**config.mk**
```make
export PLATFORM = sky130hd
export DESIGN_NAME = rf_wb_arbiter_flat
export DESIGN_NICKNAME = d
export VERILOG_FILES = /design/src/rtl/rf_wb_if.sv /design/src/rtl/rf_wb_arbiter.sv /design/src/flat_wrapper.sv
export SDC_FILE = /design/constraint.sdc
export NUM_CORES = 1
export LEC_CHECK = 0
export BUFFER_PORTS_ARGS = -buffer_cell sky130_fd_sc_hd__buf_4
export CORE_MARGIN = 2
export CORE_UTILIZATION = 50
export CTS_CLUSTER_SIZE = 10
export DETAILED_ROUTE_END_ITERATION = 8
export MAX_ROUTING_LAYER = met4
export PLACE_DENSITY = 0.77
export SLEW_MARGIN = 30
export SYNTH_ARGS = -nofsm -noshare
export SYNTH_HDL_FRONTEND = slang
export SYNTH_SLANG_ARGS = --single-unit
```
**constraint.sdc**
```tcl
create_clock -name clk -period 2.09 [get_ports clk]
set_input_delay 0.209 -clock clk [delete_from_list [all_inputs] [get_ports clk]]
set_output_delay 0.209 -clock clk [all_outputs]
set_load 0.03 [all_outputs]
```
**src/rtl/rf_wb_if.sv**
```systemverilog
// Writeback request/response bundle between the two requesters and the register-file arbiter.
// Forwarding lookup signals exist only when RF_WB_BYPASS_EN is defined.
interface rf_wb_if #(
  parameter int XLEN = 32,
  parameter int AW   = 5
);
  logic              a_valid;
  logic              a_ready;
  logic [AW-1:0]     a_addr;
  logic [XLEN-1:0]   a_data;
  logic              b_valid;
  logic              b_ready;
  logic [AW-1:0]     b_addr;
  logic [XLEN-1:0]   b_data;
  logic              reg_wr;
  logic [AW-1:0]     wr_addr;
  logic [XLEN-1:0]   wr_data;
  logic [2**AW-1:0]  pend_mask;
`ifdef RF_WB_BYPASS_EN
  logic [AW-1:0]     rs1_addr;
  logic [AW-1:0]     rs2_addr;
  logic              rs1_fwd_hit;
  logic              rs2_fwd_hit;
  logic [XLEN-1:0]   rs1_fwd_data;
  logic [XLEN-1:0]   rs2_fwd_data;

  modport master (
    output a_valid, a_addr, a_data, b_valid, b_addr, b_data, rs1_addr, rs2_addr,
    input  a_ready, b_ready, reg_wr, wr_addr, wr_data, pend_mask,
           rs1_fwd_hit, rs2_fwd_hit, rs1_fwd_data, rs2_fwd_data
  );
  modport slave (
    input  a_valid, a_addr, a_data, b_valid, b_addr, b_data, rs1_addr, rs2_addr,
    output a_ready, b_ready, reg_wr, wr_addr, wr_data, pend_mask,
           rs1_fwd_hit, rs2_fwd_hit, rs1_fwd_data, rs2_fwd_data
  );
`else
  modport master (
    output a_valid, a_addr, a_data, b_valid, b_addr, b_data,
    input  a_ready, b_ready, reg_wr, wr_addr, wr_data, pend_mask
  );
  modport slave (
    input  a_valid, a_addr, a_data, b_valid, b_addr, b_data,
    output a_ready, b_ready, reg_wr, wr_addr, wr_data, pend_mask
  );
`endif
endinterface

```
**src/rtl/rf_wb_arbiter.sv**
```systemverilog
// Two-requester writeback arbiter onto the single register-file write port, oldest-first.
// Optional operand forwarding from held slots is enabled with RF_WB_BYPASS_EN.
module rf_wb_arbiter #(
  parameter int XLEN = 32,
  parameter int AW   = 5
) (
  input logic  clk,
  input logic  rst,
  rf_wb_if.slave wb
);
  localparam int NREG = 2**AW;

  logic              slot_a_full_q, slot_a_full_d;
  logic [AW-1:0]     slot_a_addr_q, slot_a_addr_d;
  logic [XLEN-1:0]   slot_a_data_q, slot_a_data_d;
  logic              slot_b_full_q, slot_b_full_d;
  logic [AW-1:0]     slot_b_addr_q, slot_b_addr_d;
  logic [XLEN-1:0]   slot_b_data_q, slot_b_data_d;
  logic              older_b_q, older_b_d;
  logic              reg_wr_q, reg_wr_d;
  logic [AW-1:0]     wr_addr_q, wr_addr_d;
  logic [XLEN-1:0]   wr_data_q, wr_data_d;

  logic              a_ready_s, b_ready_s;
  logic              keep_a_s, keep_b_s;
  logic              gnt_a_s, gnt_b_s;
  logic [NREG-1:0]   pend_s;

  // Handshake, x0 filtering and grant selection from pre-edge slot state
  always_comb begin
    a_ready_s = rst & ~slot_a_full_q;
    b_ready_s = rst & ~slot_b_full_q;
    keep_a_s  = wb.a_valid & a_ready_s & (wb.a_addr != {AW{1'b0}});
    keep_b_s  = wb.b_valid & b_ready_s & (wb.b_addr != {AW{1'b0}});
    if (slot_a_full_q && slot_b_full_q) begin
      gnt_a_s = ~older_b_q;
      gnt_b_s = older_b_q;
    end else begin
      gnt_a_s = slot_a_full_q;
      gnt_b_s = slot_b_full_q;
    end
  end

  // Slot, age and write-port next state; a slot is only refilled while empty, so never on its grant edge
  always_comb begin
    slot_a_addr_d = slot_a_addr_q;
    slot_a_data_d = slot_a_data_q;
    slot_b_addr_d = slot_b_addr_q;
    slot_b_data_d = slot_b_data_q;
    if (keep_a_s) begin
      slot_a_full_d = 1'b1;
      slot_a_addr_d = wb.a_addr;
      slot_a_data_d = wb.a_data;
    end else if (gnt_a_s) begin
      slot_a_full_d = 1'b0;
    end else begin
      slot_a_full_d = slot_a_full_q;
    end
    if (keep_b_s) begin
      slot_b_full_d = 1'b1;
      slot_b_addr_d = wb.b_addr;
      slot_b_data_d = wb.b_data;
    end else if (gnt_b_s) begin
      slot_b_full_d = 1'b0;
    end else begin
      slot_b_full_d = slot_b_full_q;
    end
    if (keep_a_s && keep_b_s) begin
      older_b_d = 1'b0;
    end else if (keep_a_s && slot_b_full_q) begin
      older_b_d = 1'b1;
    end else if (keep_b_s && slot_a_full_q) begin
      older_b_d = 1'b0;
    end else begin
      older_b_d = older_b_q;
    end
    if (gnt_a_s) begin
      reg_wr_d  = 1'b1;
      wr_addr_d = slot_a_addr_q;
      wr_data_d = slot_a_data_q;
    end else if (gnt_b_s) begin
      reg_wr_d  = 1'b1;
      wr_addr_d = slot_b_addr_q;
      wr_data_d = slot_b_data_q;
    end else begin
      reg_wr_d  = 1'b0;
      wr_addr_d = wr_addr_q;
      wr_data_d = wr_data_q;
    end
  end

  // State registers with synchronous active-low reset
  always_ff @(posedge clk) begin
    if (!rst) begin
      slot_a_full_q <= 1'b0;
      slot_a_addr_q <= {AW{1'b0}};
      slot_a_data_q <= {XLEN{1'b0}};
      slot_b_full_q <= 1'b0;
      slot_b_addr_q <= {AW{1'b0}};
      slot_b_data_q <= {XLEN{1'b0}};
      older_b_q     <= 1'b0;
      reg_wr_q      <= 1'b0;
      wr_addr_q     <= {AW{1'b0}};
      wr_data_q     <= {XLEN{1'b0}};
    end else begin
      slot_a_full_q <= slot_a_full_d;
      slot_a_addr_q <= slot_a_addr_d;
      slot_a_data_q <= slot_a_data_d;
      slot_b_full_q <= slot_b_full_d;
      slot_b_addr_q <= slot_b_addr_d;
      slot_b_data_q <= slot_b_data_d;
      older_b_q     <= older_b_d;
      reg_wr_q      <= reg_wr_d;
      wr_addr_q     <= wr_addr_d;
      wr_data_q     <= wr_data_d;
    end
  end

  // Pending-write mask for hazard stalls, forced clear while in reset
  always_comb begin
    pend_s = {NREG{1'b0}};
    if (rst) begin
      if (slot_a_full_q) begin
        pend_s = pend_s | ({{(NREG-1){1'b0}}, 1'b1} << slot_a_addr_q);
      end else begin
        pend_s = pend_s;
      end
      if (slot_b_full_q) begin
        pend_s = pend_s | ({{(NREG-1){1'b0}}, 1'b1} << slot_b_addr_q);
      end else begin
        pend_s = pend_s;
      end
    end else begin
      pend_s = {NREG{1'b0}};
    end
  end

  assign wb.a_ready   = a_ready_s;
  assign wb.b_ready   = b_ready_s;
  assign wb.reg_wr    = reg_wr_q;
  assign wb.wr_addr   = wr_addr_q;
  assign wb.wr_data   = wr_data_q;
  assign wb.pend_mask = pend_s;

`ifdef RF_WB_BYPASS_EN
  // Returns {hit, data}; when both slots match, the younger slot holds the final value
  function automatic logic [XLEN:0] fwd_lookup(
    input logic [AW-1:0]   ra,
    input logic            fa,
    input logic [AW-1:0]   aa,
    input logic [XLEN-1:0] da,
    input logic            fb,
    input logic [AW-1:0]   ab,
    input logic [XLEN-1:0] db,
    input logic            older_b
  );
    logic hit_a;
    logic hit_b;
    hit_a = fa && (aa == ra) && (ra != {AW{1'b0}});
    hit_b = fb && (ab == ra) && (ra != {AW{1'b0}});
    if (hit_a && hit_b) begin
      fwd_lookup = older_b ? {1'b1, da} : {1'b1, db};
    end else if (hit_a) begin
      fwd_lookup = {1'b1, da};
    end else if (hit_b) begin
      fwd_lookup = {1'b1, db};
    end else begin
      fwd_lookup = {(XLEN+1){1'b0}};
    end
  endfunction

  logic [XLEN:0] rs1_lk_s, rs2_lk_s;

  // Forwarding lookups against the held slots
  always_comb begin
    rs1_lk_s = fwd_lookup(wb.rs1_addr, slot_a_full_q, slot_a_addr_q, slot_a_data_q,
                          slot_b_full_q, slot_b_addr_q, slot_b_data_q, older_b_q);
    rs2_lk_s = fwd_lookup(wb.rs2_addr, slot_a_full_q, slot_a_addr_q, slot_a_data_q,
                          slot_b_full_q, slot_b_addr_q, slot_b_data_q, older_b_q);
  end

  assign wb.rs1_fwd_hit  = rs1_lk_s[XLEN];
  assign wb.rs1_fwd_data = rs1_lk_s[XLEN-1:0];
  assign wb.rs2_fwd_hit  = rs2_lk_s[XLEN];
  assign wb.rs2_fwd_data = rs2_lk_s[XLEN-1:0];
`endif
endmodule

```
**src/flat_wrapper.sv**
```systemverilog
// flat-port wrapper written by rule: the top's interface ports become plain ports
module rf_wb_arbiter_flat 
#(
  parameter int XLEN = 32,
  parameter int AW   = 5
)
  (clk, rst, wb_a_valid, wb_a_addr, wb_a_data, wb_b_valid, wb_b_addr, wb_b_data, wb_a_ready, wb_b_ready, wb_reg_wr, wb_wr_addr, wb_wr_data, wb_pend_mask);
  rf_wb_if #(.XLEN(XLEN), .AW(AW)) wb_i ();
  input logic clk;
  input logic rst;
  input wire logic [$bits(wb_i.a_valid)-1:0] wb_a_valid;
  input wire logic [$bits(wb_i.a_addr)-1:0] wb_a_addr;
  input wire logic [$bits(wb_i.a_data)-1:0] wb_a_data;
  input wire logic [$bits(wb_i.b_valid)-1:0] wb_b_valid;
  input wire logic [$bits(wb_i.b_addr)-1:0] wb_b_addr;
  input wire logic [$bits(wb_i.b_data)-1:0] wb_b_data;
  output wire logic [$bits(wb_i.a_ready)-1:0] wb_a_ready;
  output wire logic [$bits(wb_i.b_ready)-1:0] wb_b_ready;
  output wire logic [$bits(wb_i.reg_wr)-1:0] wb_reg_wr;
  output wire logic [$bits(wb_i.wr_addr)-1:0] wb_wr_addr;
  output wire logic [$bits(wb_i.wr_data)-1:0] wb_wr_data;
  output wire logic [$bits(wb_i.pend_mask)-1:0] wb_pend_mask;
  assign wb_i.a_valid = wb_a_valid;
  assign wb_i.a_addr = wb_a_addr;
  assign wb_i.a_data = wb_a_data;
  assign wb_i.b_valid = wb_b_valid;
  assign wb_i.b_addr = wb_b_addr;
  assign wb_i.b_data = wb_b_data;
  assign wb_a_ready = wb_i.a_ready;
  assign wb_b_ready = wb_i.b_ready;
  assign wb_reg_wr = wb_i.reg_wr;
  assign wb_wr_addr = wb_i.wr_addr;
  assign wb_wr_data = wb_i.wr_data;
  assign wb_pend_mask = wb_i.pend_mask;
  rf_wb_arbiter #(.XLEN(XLEN), .AW(AW)) u_core (.clk(clk), .rst(rst), .wb(wb_i));
endmodule
```
# Yosys cells after proc, flatten, opt, wreduce, memory -nomap -nowiden
# Cells that the tools add are included.
# word_totals
inputBits,78
out_inout_bits,72
word_cells,52
register_bits,115
# classes
n_reduce_logical,11
n_bitwise,11
shift,2
mux,18
# op_table
op,count
$mux W32,6
$shl A1 B5 Y32 const A,2
$or A32 B32 Y32,1
$mux W1,10
$mux W5,2
$reduce_bool A5 Y1,2
$reduce_bool A2 Y1,4
$and A1 B1 Y1,6
$logic_and A1 B1 Y1,4
$not A1 Y1,4
$reduce_or A2 Y1,1

# Depth between registers and ports, before layout
# Gate-level depths: netlist (run 1).
# depth
word_depth,7
depth_mapped,8
mapped_depth_nobuf,4

# Worst setup path before layout (run 1)
# Ideal clock, no wire load.
# synth_timing
kind,register -> output
startpoint,register u_core.slot_b_full_q
endpoint,output port wb_pend_mask[1]
required_time_ns,1.881
n_path_buf,2
t_arrival_ns,1.553
path_stages_with_launch,6
setup_slack_ns,0.328
cell_sequence,dfxtp_1 -> buf_2 -> or3b_2 -> clkbuf_1 -> o22ai_1 -> and2_1
# synth_via
elab_chain_cells,2
# synth_lines
item,line_no,source
start: declaration,rf_wb_arbiter.sv:16,"logic slot_b_full_q, slot_b_full_d;"
start signal: assignment,rf_wb_arbiter.sv:109,slot_b_full_q <= slot_b_full_d;
$mux W32,rf_wb_arbiter.sv:128,if (slot_b_full_q) begin
$mux W32,rf_wb_arbiter.sv:122,if (rst) begin
end: declaration,flat_wrapper.sv:22,output wire logic [$bits(wb_i.pend_mask)-1:0] wb_pend_mask;
# Every way passes these cells.

# Worst setup path after layout (run 1)
# layout_timing
startpoint,register u_core.slot_a_full_q
endpoint,output port wb_pend_mask[14]
# layout_via
elab_chain_cells,5
# layout_lines
item,line_no,source
start: declaration,rf_wb_arbiter.sv:13,"logic slot_a_full_q, slot_a_full_d;"
start signal: assignment,rf_wb_arbiter.sv:106,slot_a_full_q <= slot_a_full_d;
$mux W32 (*),rf_wb_arbiter.sv:123,if (slot_a_full_q) begin
$mux W32 (*),rf_wb_arbiter.sv:122,
$or A32 B32 Y32,rf_wb_arbiter.sv:129,"pend_s = pend_s | ({{(NREG-1){1'b0}}, 1'b1} << slot_b_addr_q);"
$mux W32 (*),rf_wb_arbiter.sv:128,
$mux W32 (*),rf_wb_arbiter.sv:122,
# Mark *: on every way between the ends. The rest lies on a longest branch, timed or not. The select of a mux whose other input is x is not followed.

==> results of run 1 <==
==> area by class of cell <==
cell class              instances  area [sq um]
multi-input cells             448          2700
fillers                       694          2440
flip-flops and latches        115          2320
repair buffers                238          2040
clock buffers                  20           435
well taps                     136           170
clock inverters                12           133
==> kinds of logic (layout without fill, tap and decap cells) <==
group                  count (synthesis)  after routing
AO/OA/AOI/OAI                        119            119
buffers and inverters                 53            270
flip-flops                           115            115
multiplexers                          36             36
AND/OR/NAND/NOR                      293            293
==> synth_stat cells (2+ instances only) <==
cell type	instances	area share
o211a_1	36	0.069
nand2b_1	2	0.0024
clkbuf_1	28	0.020
or2_2	2	0.0024
and2_1	34	0.041
a21boi_1	27	0.039
nand3b_1	5	0.0072
mux2i_1	36	0.069
nand2_1	185	0.13
nor2b_1	10	0.012
a22oi_1	5	0.0072
buf_2	13	0.012
a21boi_0	10	0.014
dfxtp_1	115	0.44
buf_4	3	0.0043
or3b_2	3	0.0050
o22ai_1	32	0.038
nor2_1	4	0.0029
o21a_1	2	0.0029
buf_6	6	0.013
nand3_1	42	0.040
buf_1	3	0.0022
==> layer usage <==
metal  part of all wire  routed length, um  up-vias
met4              0.019                308        0
met5                  0                  0        -
met2               0.51               8220      268
li1                   -                  -     2524
met3              0.070               1140       35
met1               0.40               6580     2571
==> worst reg2reg max path, delay by kind of cell (launching register included) <==
family	cells	cell delay, ns
AO/OA/AOI/OAI	2	0.42
buffers and inverters	2	0.41
AND/OR/NAND/NOR	2	0.49
flip-flops	1	0.31
==> per-stage QoR <==
step	power (mW)	hold WS, ns	utilization	std cells
after floorplan	2.95	0.308	-	616
after global placement	3.27	0.398	0.629	862
after detailed placement	3.29	0.401	0.629	862
after CTS	6.14	0.0521	0.759	969
after global routing	6.37	0.0939	0.761	969
final	6.16	0.0630	0.761	969
==> sequential cells by signal (all words and copies together), names as in the netlist <==
register,count
u_core.wb.wr_addr,5
u_core.slot_b_full_q,1
u_core.slot_b_addr_q,5
u_core.slot_b_data_q,32
u_core.slot_a_data_q,32
u_core.slot_a_full_q,1
u_core.slot_a_addr_q,5
u_core.wb.wr_data,32
u_core.older_b_q,1
u_core.wb.reg_wr,1
==> power breakdown <==
part	total, mW	internal (mW)	switching [mW]	leakage (nW)
combinational	0.937	0.448	0.490	2.46
sequential	2.45	2.34	0.109	0.949
clock	2.77	1.73	1.05	0.271
total	6.16	4.52	1.65	3.68
==> repair_timing <==
action / 4_1_cts / 5_1_grt
hold endpoints to repair: 73 / 0
setup buffers: 2 / 0
hold buffers: 73 / 0
setup endpoints to repair: 29 / 25
gates resized for setup: 10 / 8
gates cloned: 0 / 0
==> layout by cell type, fill, tap and decap left out, types with 2 or more instances in the layout <==
cell type	n
nand2_1	185
buf_4	159
dfxtp_1	107
dlygate4sd3_1	73
nand3_1	41
mux2i_1	36
o211a_1	36
and2_1	34
o22ai_1	32
a21boi_1	26
clkbuf_16	16
a21boi_0	10
nor2b_1	9
nand3b_1	5
a22oi_1	5
buf_12	5
dfxtp_2	5
nor2_1	4
or3b_4	3
clkinv_2	3
clkinvlp_4	3
clkinv_4	3
dfxtp_4	3
nand2b_1	2
or2_2	2
o21a_1	2
clkbuf_8	2
clkbuf_1	2
bufinv_16	2
==> how the worst max path moves through the flow <==
stage                                        from                     to  slack, ns  cells after the start
after CTS                 u_core.slot_b_addr_q[2]       wb_pend_mask[14]      0.005                      4
after global routing         u_core.slot_a_full_q       wb_pend_mask[12]      -0.08                      5
final                        u_core.slot_a_full_q       wb_pend_mask[14]       0.03                      5
after detailed placement     u_core.slot_a_full_q  u_core.wb.wr_data[25]       0.23                      5
after floorplan              u_core.slot_b_full_q        wb_pend_mask[1]       0.33                      5
after global placement       u_core.slot_a_full_q       wb_pend_mask[12]       0.24                      5
==> flow_summary.ini, run 1 <==
[placement]
io_buffers = 149
placed_area_sq_um = 6430
dpl.hpwl_um = 9640
detailedPlace.worstSlack_ns = 0.227
gp_congestion = 0.906

[synthesis]
synth_edf_count = 0
synthSimpleGateAreaFrac = 0.255
ys_seq_area_frac = 0.440
syn-num-nets = 694
synth-seq-cells = 115
synth_cells = 616
ys.flop_type = dfxtp_1
synth_mux_area_frac = 0.0689
synth_compound_area_frac = 0.184
synthAdderAreaFrac = 0
syn_area_sq_um = 5230
synth_cell_types = 35
syn_avg_cell_area_sq_um = 8.49
yosys_warnings = 0
async_flop_share = 0
synth-xor-area-share = 0
synth_top_family_by_area = simple AND/OR/NAND/NOR gates

[finish]
antennaDiodeCount = 0
drive_gt1_frac = 0.258
final_area_sq_um = 7790
area_growth_pct = 48.9
finalNetCount = 898

[grt]
grt_max_degree = 109
antenna_found_initial = 0
met2_usage = 0.502
first_global_vias = 5429
grt_use_met1 = 0.358
grtUsageMet3 = 0.0681
grt.total_usage = 0.302
overflow = 0
grt_pass1_wl_um = 26400
grt_busiest_layer = met2

[critical_path]
crit_buf_inv = 1
path_cells = nor2b_4 > nand3_1 > o22ai_1 > and2_1 > buf_4
crit_path_start_kind = flop
path_delay_family = simple AND/OR/NAND/NOR gates
cpPeakStageDelay_ns = 0.44
path_class = flop to output port
cp-end-kind = output port
regToRegSetupSlack_ns = 0.37
crit_arrival_ns = 1.85
crit_fanout = 14
reg2reg_depth = 6
critical_path.slowest_cell = dfxtp_4
cp.required_ns = 1.88
r2r-start = u_core.slot_b_full_q
rr_endpoint = u_core.slot_b_data_q[2]

[outcome]
run_status = finished, final reports clean

[clocking]
clockBufferDepth = 2
clkTransAtPathRegs_ns = 0.06
cts-buffers-inserted = 17
worstSkewPairLatency_ns = 0.51
cts_tree = yes
cts-root-buf = clkbuf_8
cts_sinks = 115
h-tree-depth = 4

[floorplanning]
die-height_um = 106
die_w_um = 106
initial_core_util = 0.511
rows = 37
dieArea_sq_um = 11300
ioPinCount = 150
fp.coreArea_sq_um = 10200

[pwr]
ir_drop_v = 0.000482
p_per_area_nw_per_um2 = 791
power.leakage_nw = 3.68

[min_path]
min_to = u_core.slot_a_addr_q[2]
min-delay-path-class = input pin to flop
min_path_cells = 3
hp-start = wb_a_addr[2]

[timing]
hold_viol_final = 0
rsz0062_at_grt = yes
setup_violations = 0
worst_pin_slew_ns = 0.556
relSlewSlack = 0.630
setup_ws_ns = 0.0263
fin_crit_ns = 2.06
setup_tns_ns = 0
finalMaxSlewViolations = 0
max_freq_ghz = 0.485
finalCritPeriodShare = 0.987
finalClockSkew_ns = 0.00811

[routing]
wl_per_cell_um = 16.8
wl_um = 16200
via_per_inst = 5.57
detail-route-antenna-nets = 0
dr.pass1.iters = 5
initialDrtViolationCount = 359
drc_errors = 0
vias = 5398

[flow_run]
maxCapViolCount = 0
Note: power is estimated with default switching activity, not from simulation.
==> inputs of run 2 (changes only) <==
--- a/config.mk
+++ b/config.mk
@@ -8,6 +8,7 @@
 export BUFFER_PORTS_ARGS = -buffer_cell sky130_fd_sc_hd__buf_4
 export CORE_MARGIN = 2
 export CORE_UTILIZATION = 50
+export CTS_BUF_LIST = sky130_fd_sc_hd__clkbuf_8
 export CTS_CLUSTER_SIZE = 10
 export DETAILED_ROUTE_END_ITERATION = 8
 export MAX_ROUTING_LAYER = met4
==> run 2 against run 1 <==
Design area decreased by 7.7%; total power down 14%; largest cell class unchanged; sequential share of layout area is 2.4 points higher; via count decreased by 6.3%.
==> flow_summary.ini, run 2 (same netlist as run 1, synthesis figures left out) <==
[outcome]
run_status = finished, final reports clean

[routing]
wl_per_cell_um = 15.7
via_per_inst = 5.45
wl_um = 14600
dr.pass1.iters = 5
detail-route-antenna-nets = 0
vias = 5058
drc_errors = 0
initialDrtViolationCount = 263

[floorplanning]
die-height_um = 106
initial_core_util = 0.511
rows = 37
fp.coreArea_sq_um = 10200
dieArea_sq_um = 11300
ioPinCount = 150
die_w_um = 106

[timing]
relSlewSlack = 0.643
fin_crit_ns = 1.98
setup_tns_ns = 0
rsz0062_at_grt = no
finalCritPeriodShare = 0.949
finalMaxSlewViolations = 0
setup_violations = 0
hold_viol_final = 0
worst_pin_slew_ns = 0.536
holdWs_ns = 0.0161
finalClockSkew_ns = 0.0116
max_freq_ghz = 0.504

[clocking]
clockBufferDepth = 2
cts-root-buf = clkbuf_8
clkTransAtPathRegs_ns = 0.07
cts_tree = yes
cts-buffers-inserted = 17
cts_sinks = 115
h-tree-depth = 4
worstSkewPairLatency_ns = 0.41

[placement]
dp_cells = 862
io_buffers = 149
dpl.hpwl_um = 9640
placed_area_sq_um = 6430
gp_congestion = 0.906

[grt]
first_global_vias = 4952
grt_pass1_wl_um = 23600
grt_max_degree = 109
antenna_found_initial = 0
overflow = 0
grt.total_usage = 0.266

[critical_path]
cp-end-kind = output port
regToRegSetupSlack_ns = 0.37
crit_fanout = 10
path_class = flop to output port
critical_path.slowest_cell = or3b_2
reg2reg_depth = 6
cpPeakStageDelay_ns = 0.50
crit_path_start_kind = flop
cp.required_ns = 1.88
path_delay_family = simple AND/OR/NAND/NOR gates
crit_arrival_ns = 1.78
rr_endpoint = u_core.slot_b_data_q[0]
path_cells = or3b_2 > o22ai_1 > and2_1 > buf_4
r2r-start = u_core.slot_b_full_q
crit_buf_inv = 1

[flow_run]
maxCapViolCount = 0

[finish]
antennaDiodeCount = 0
seq_area_sq_um = 2320
layout.cells.non_filler = 928
multi_input_area_sq_um = 2690
final_area_sq_um = 7190
area_growth_pct = 37.5
drive_gt1_frac = 0.269
finalNetCount = 857
layout_commonest_cell = nand2_1
fill_cells = 785
final_cell_mix = nand2_1, buf_4, dfxtp_1

[pwr]
p_per_area_nw_per_um2 = 736
ir_drop_v = 0.000429
power.leakage_nw = 3.43

[min_path]
hp-start = wb_a_addr[1]
min-delay-path-class = input pin to flop
min_to = u_core.slot_a_addr_q[1]
min_path_cells = 3
[run 2: changes by cell type in the layout (fill, tap and decap cells not counted), sizes merged]
cell | previous run | this run
inv | 1 | 3
clkbuf | 20 | 18
dlygate4sd3 | 73 | 32
[run 2: worst max path at each step]
stage,start,to,depth (start not counted),slack [ns]
global placement,u_core.slot_a_full_q,wb_pend_mask[12],5,0.24
detailed placement,u_core.slot_a_full_q,u_core.wb.wr_data[25],5,0.23
floorplan,u_core.slot_b_full_q,wb_pend_mask[1],5,0.33
finish,u_core.slot_b_addr_q[2],wb_pend_mask[4],4,0.11
CTS,u_core.slot_a_full_q,wb_pend_mask[14],5,0.04
global route,u_core.slot_b_addr_q[2],wb_pend_mask[12],4,0.01
[run 2: cell type report]
class                   count  area share
well taps                 136      0.0237
clock buffers              18      0.0345
repair buffers            197       0.226
clock inverters            14      0.0195
multi-input cells         448       0.375
flip-flops and latches    115       0.322
[run 2: power breakdown]
part           total (mW)  switching, mW  internal [mW]
Sequential           2.44          0.105           2.34
Combinational       0.861          0.465          0.396
Clock                1.99          0.903           1.08
[run 2: per-layer routing]
metal / GRT usage / share of wire / vias up
met1: 0.333 / 0.43 / 2391
met4: 0.0977 / 0.020 / 0
met3: 0.0650 / 0.068 / 30
met5: - / 0 / -
met2: 0.420 / 0.49 / 197
li1: - / - / 2440
[run 2: stage by stage]
step	setup slack (ns)	utilization	power, mW
finish	0.106	0.703	5.29
global route	0.0126	0.703	5.52
floorplan	0.328	-	2.95
CTS	0.0370	0.696	5.32
detailed placement	0.227	0.629	3.29
global placement	0.240	0.629	3.27
[run 2: timing repair]
item,4_1_cts,5_1_grt
hold endpoints to repair,29,3
endpoints found under the setup margin,17,24
setup buffers,0,2
hold buffers,29,3
gates resized for setup,5,9
[run 2: worst min-delay path, cell delays in order]
cell and delay, ns:
buf_4 0.09, nand2_1 0.04, nand2_1 0.05
==> inputs of run 3 (changes only) <==
--- a/config.mk
+++ b/config.mk
@@ -5,14 +5,16 @@
 export SDC_FILE = /design/constraint.sdc
 export NUM_CORES = 1
 export LEC_CHECK = 0
+export ABC_AREA = 1
 export BUFFER_PORTS_ARGS = -buffer_cell sky130_fd_sc_hd__buf_4
 export CORE_MARGIN = 2
 export CORE_UTILIZATION = 50
 export CTS_BUF_LIST = sky130_fd_sc_hd__clkbuf_8
 export CTS_CLUSTER_SIZE = 10
 export DETAILED_ROUTE_END_ITERATION = 8
+export GPL_TIMING_DRIVEN = 0
 export MAX_ROUTING_LAYER = met4
-export PLACE_DENSITY = 0.77
+export PLACE_DENSITY = 0.78
 export SLEW_MARGIN = 30
 export SYNTH_ARGS = -nofsm -noshare
 export SYNTH_HDL_FRONTEND = slang
==> constraint.sdc (replaced) <==
create_clock -name clk -period 2.09 [get_ports clk]
set_input_delay 0.3135 -clock clk [delete_from_list [all_inputs] [get_ports clk]]
set_output_delay 0.3135 -clock clk [all_outputs]
set_load 0.03 [all_outputs]
==> run 3 against run 2 <==
The run now ends with setup timing left; clock-buffer cell count shrank 1; global-route usage is 2.1 points higher; setup slack got worse by 0.16 ns; clock power grew 7%; first-iteration DRC count decreased by 5.7%; register-to-register slack improved by 0.03 ns; sequential cell count did not move; combinational power shrank 9.4%; hold slack improved by 0.11 ns; area after synthesis fell by 2.9%; routed wire length rose by 7.3%; via count up 10%; largest power group unchanged; highest routed layer unchanged.
==> flow_summary.ini, run 3 <==
[outcome]
run_status = finished with violations
violations = setup timing

[timing]
hold_viol_final = 0
setup_violations = 3
finalMaxSlewViolations = 0
relSlewSlack = 0.532
worst_pin_slew_ns = 0.701
finalClockSkew_ns = 0.0116
finalCritPeriodShare = 1.02
rsz0062_at_grt = yes
holdWs_ns = 0.131
max_freq_ghz = 0.467
fin_crit_ns = 2.14
setup_ws_ns = -0.0521

[critical_path]
cp-end-kind = output port
r2r-start = u_core.slot_a_full_q
cp.required_ns = 1.78
crit_fanout = 5
crit_arrival_ns = 1.83
crit_path_start = u_core.slot_b_addr_q[0]
path_class = flop to output port
crit_path_start_kind = flop

[routing]
wl_per_cell_um = 14.7
via_per_inst = 5.24
drc_errors = 0
vias = 5581
dr.pass1.iters = 5
detail-route-antenna-nets = 0
initialDrtViolationCount = 248
wl_um = 15600

[finish]
drive_gt1_frac = 0.296
fill_cells = 848
antennaDiodeCount = 0
finalNetCount = 998
final_cell_mix = nor2_1, buf_4, nand2_1
final_util = 0.722
seq_area_sq_um = 2320
layout_commonest_cell = nor2_1
multi_input_area_sq_um = 2490
area_growth_pct = 39.7

[synthesis]
synth_cells = 749
yosys_warnings = 0
synthTopCellsByArea = dfxtp_1, nor2_1, o21ai_0
ys.flop_type = dfxtp_1
async_flop_share = 0
syn-num-nets = 827
synth_edf_count = 0
ys_seq_area_frac = 0.453
syn_avg_cell_area_sq_um = 6.78
syn_area_sq_um = 5080
netlist.area_leader.share = 0.453
synth-seq-cells = 115
synth_common_cells = nor2_1, nand2_1, dfxtp_1
synth_cell_types = 22
synth_most_common_cell = nor2_1
synth_top_cell_by_area = dfxtp_1

[clocking]
clockBufferDepth = 2
cts_tree = yes
cts_sinks = 115
clkTransAtPathRegs_ns = 0.08
h-tree-depth = 4
ctsHoldBuffers = 0
worstSkewPairLatency_ns = 0.43
cts-root-buf = clkbuf_8
cts-buffers-inserted = 17

[grt]
antenna_found_initial = 0
grt.total_usage = 0.287
first_global_vias = 5240
overflow = 0
grt_max_degree = 17
grt_pass1_wl_um = 24600

[flow_run]
maxCapViolCount = 0

[floorplanning]
die-height_um = 105
die_w_um = 105
initial_core_util = 0.517
fp.coreArea_sq_um = 9820
dieArea_sq_um = 11000
rows = 36
ioPinCount = 150

[placement]
gp_congestion = 0.957
io_buffers = 148
dpl.hpwl_um = 11300

[pwr]
ir_drop_v = 0.000384
power.leakage_nw = 3.06
p_per_area_nw_per_um2 = 749

[min_path]
min-delay-path-class = input pin to flop
hp-start = wb_a_data[25]
==> run 3: cell types whose count changed in the layout (fill, tap and decap cells not counted), moves of 28 or more <==
cell and change:
o211a_1 -36, mux2i_1 -36, dlygate4sd3_1 -32, o21ai_0 +112, nand2_1 -69, inv_1 +43
o21ai_1 +28, o22ai_1 -32, nor2_1 +155, and2_1 -34
==> run 3: cell families after synthesis <==
kind of cell / after synthesis / synth area share
AND/OR/NAND/NOR: 343 / 0.274
AO/OA/AOI/OAI: 183 / 0.181
flip-flops: 115 / 0.453
buffers and inverters: 108 / 0.0919
==> run 3: layout make-up <==
class | count | area share
tap | 133 | 0.0235
clock buffer | 17 | 0.0330
sequential | 115 | 0.327
timing repair buffer | 156 | 0.172
inverter | 55 | 0.0302
multi-input combinational | 526 | 0.351
clock inverter | 15 | 0.0243
buffer | 49 | 0.0395
==> run 3: through the flow <==
stage	instance area (sq um)	setup TNS [ns]	setup slack, ns	power (mW)	std cells
CTS	6840	-0.0314	-0.0157	5.27	1058
detailed placement	6360	0	0.120	3.17	1030
floorplan	5080	0	0.313	2.87	749
global placement	6360	0	0.0864	3.15	1030
global route	7090	-0.890	-0.111	5.52	1066
finish	7090	-0.0997	-0.0521	5.31	1066
==> run 3: path summary, 6_finish.rpt <==
check,slack (ns),to,cells past startpoint
min reg2reg,0.46,u_core.wb.wr_data[30],2
max reg2reg,0.40,u_core.slot_a_data_q[23],7
min,0.13,u_core.slot_a_data_q[25],3
max,-0.05,wb_pend_mask[1],5
==> run 3: report_power, final <==
| part | total [mW] | internal (mW) | switching (mW) | leakage [nW] |
|---|---|---|---|---|
| Combinational | 0.780 | 0.315 | 0.465 | 1.90 |
| Sequential | 2.41 | 2.32 | 0.0850 | 0.946 |
| Clock | 2.12 | 1.10 | 1.03 | 0.208 |
| Total | 5.31 | 3.73 | 1.58 | 3.06 |
==> run 3: metal layers <==
metal	up-vias	routed length, um	global-route usage	part of all wire
met2	244	7460	0.449	0.48
met5	-	0	-	0
met1	2556	6700	0.360	0.43
li1	2751	-	-	-
met4	0	324	0.124	0.021
met3	30	1150	0.0618	0.073
==> run 3: critical path, cell delays in order (launching register included) <==
cell and delay (ns):
dfxtp_4 0.40, clkinvlp_4 0.20, nor3_4 0.32, nand3_1 0.14
a21oi_2 0.19, buf_6 0.16
==> run 3: what timing repair did <==
action / in CTS / in global routing
setup endpoints to repair: 32 / 31
gates resized for setup: 30 / 59
pin swaps: 0 / 8
setup buffers: 0 / 8
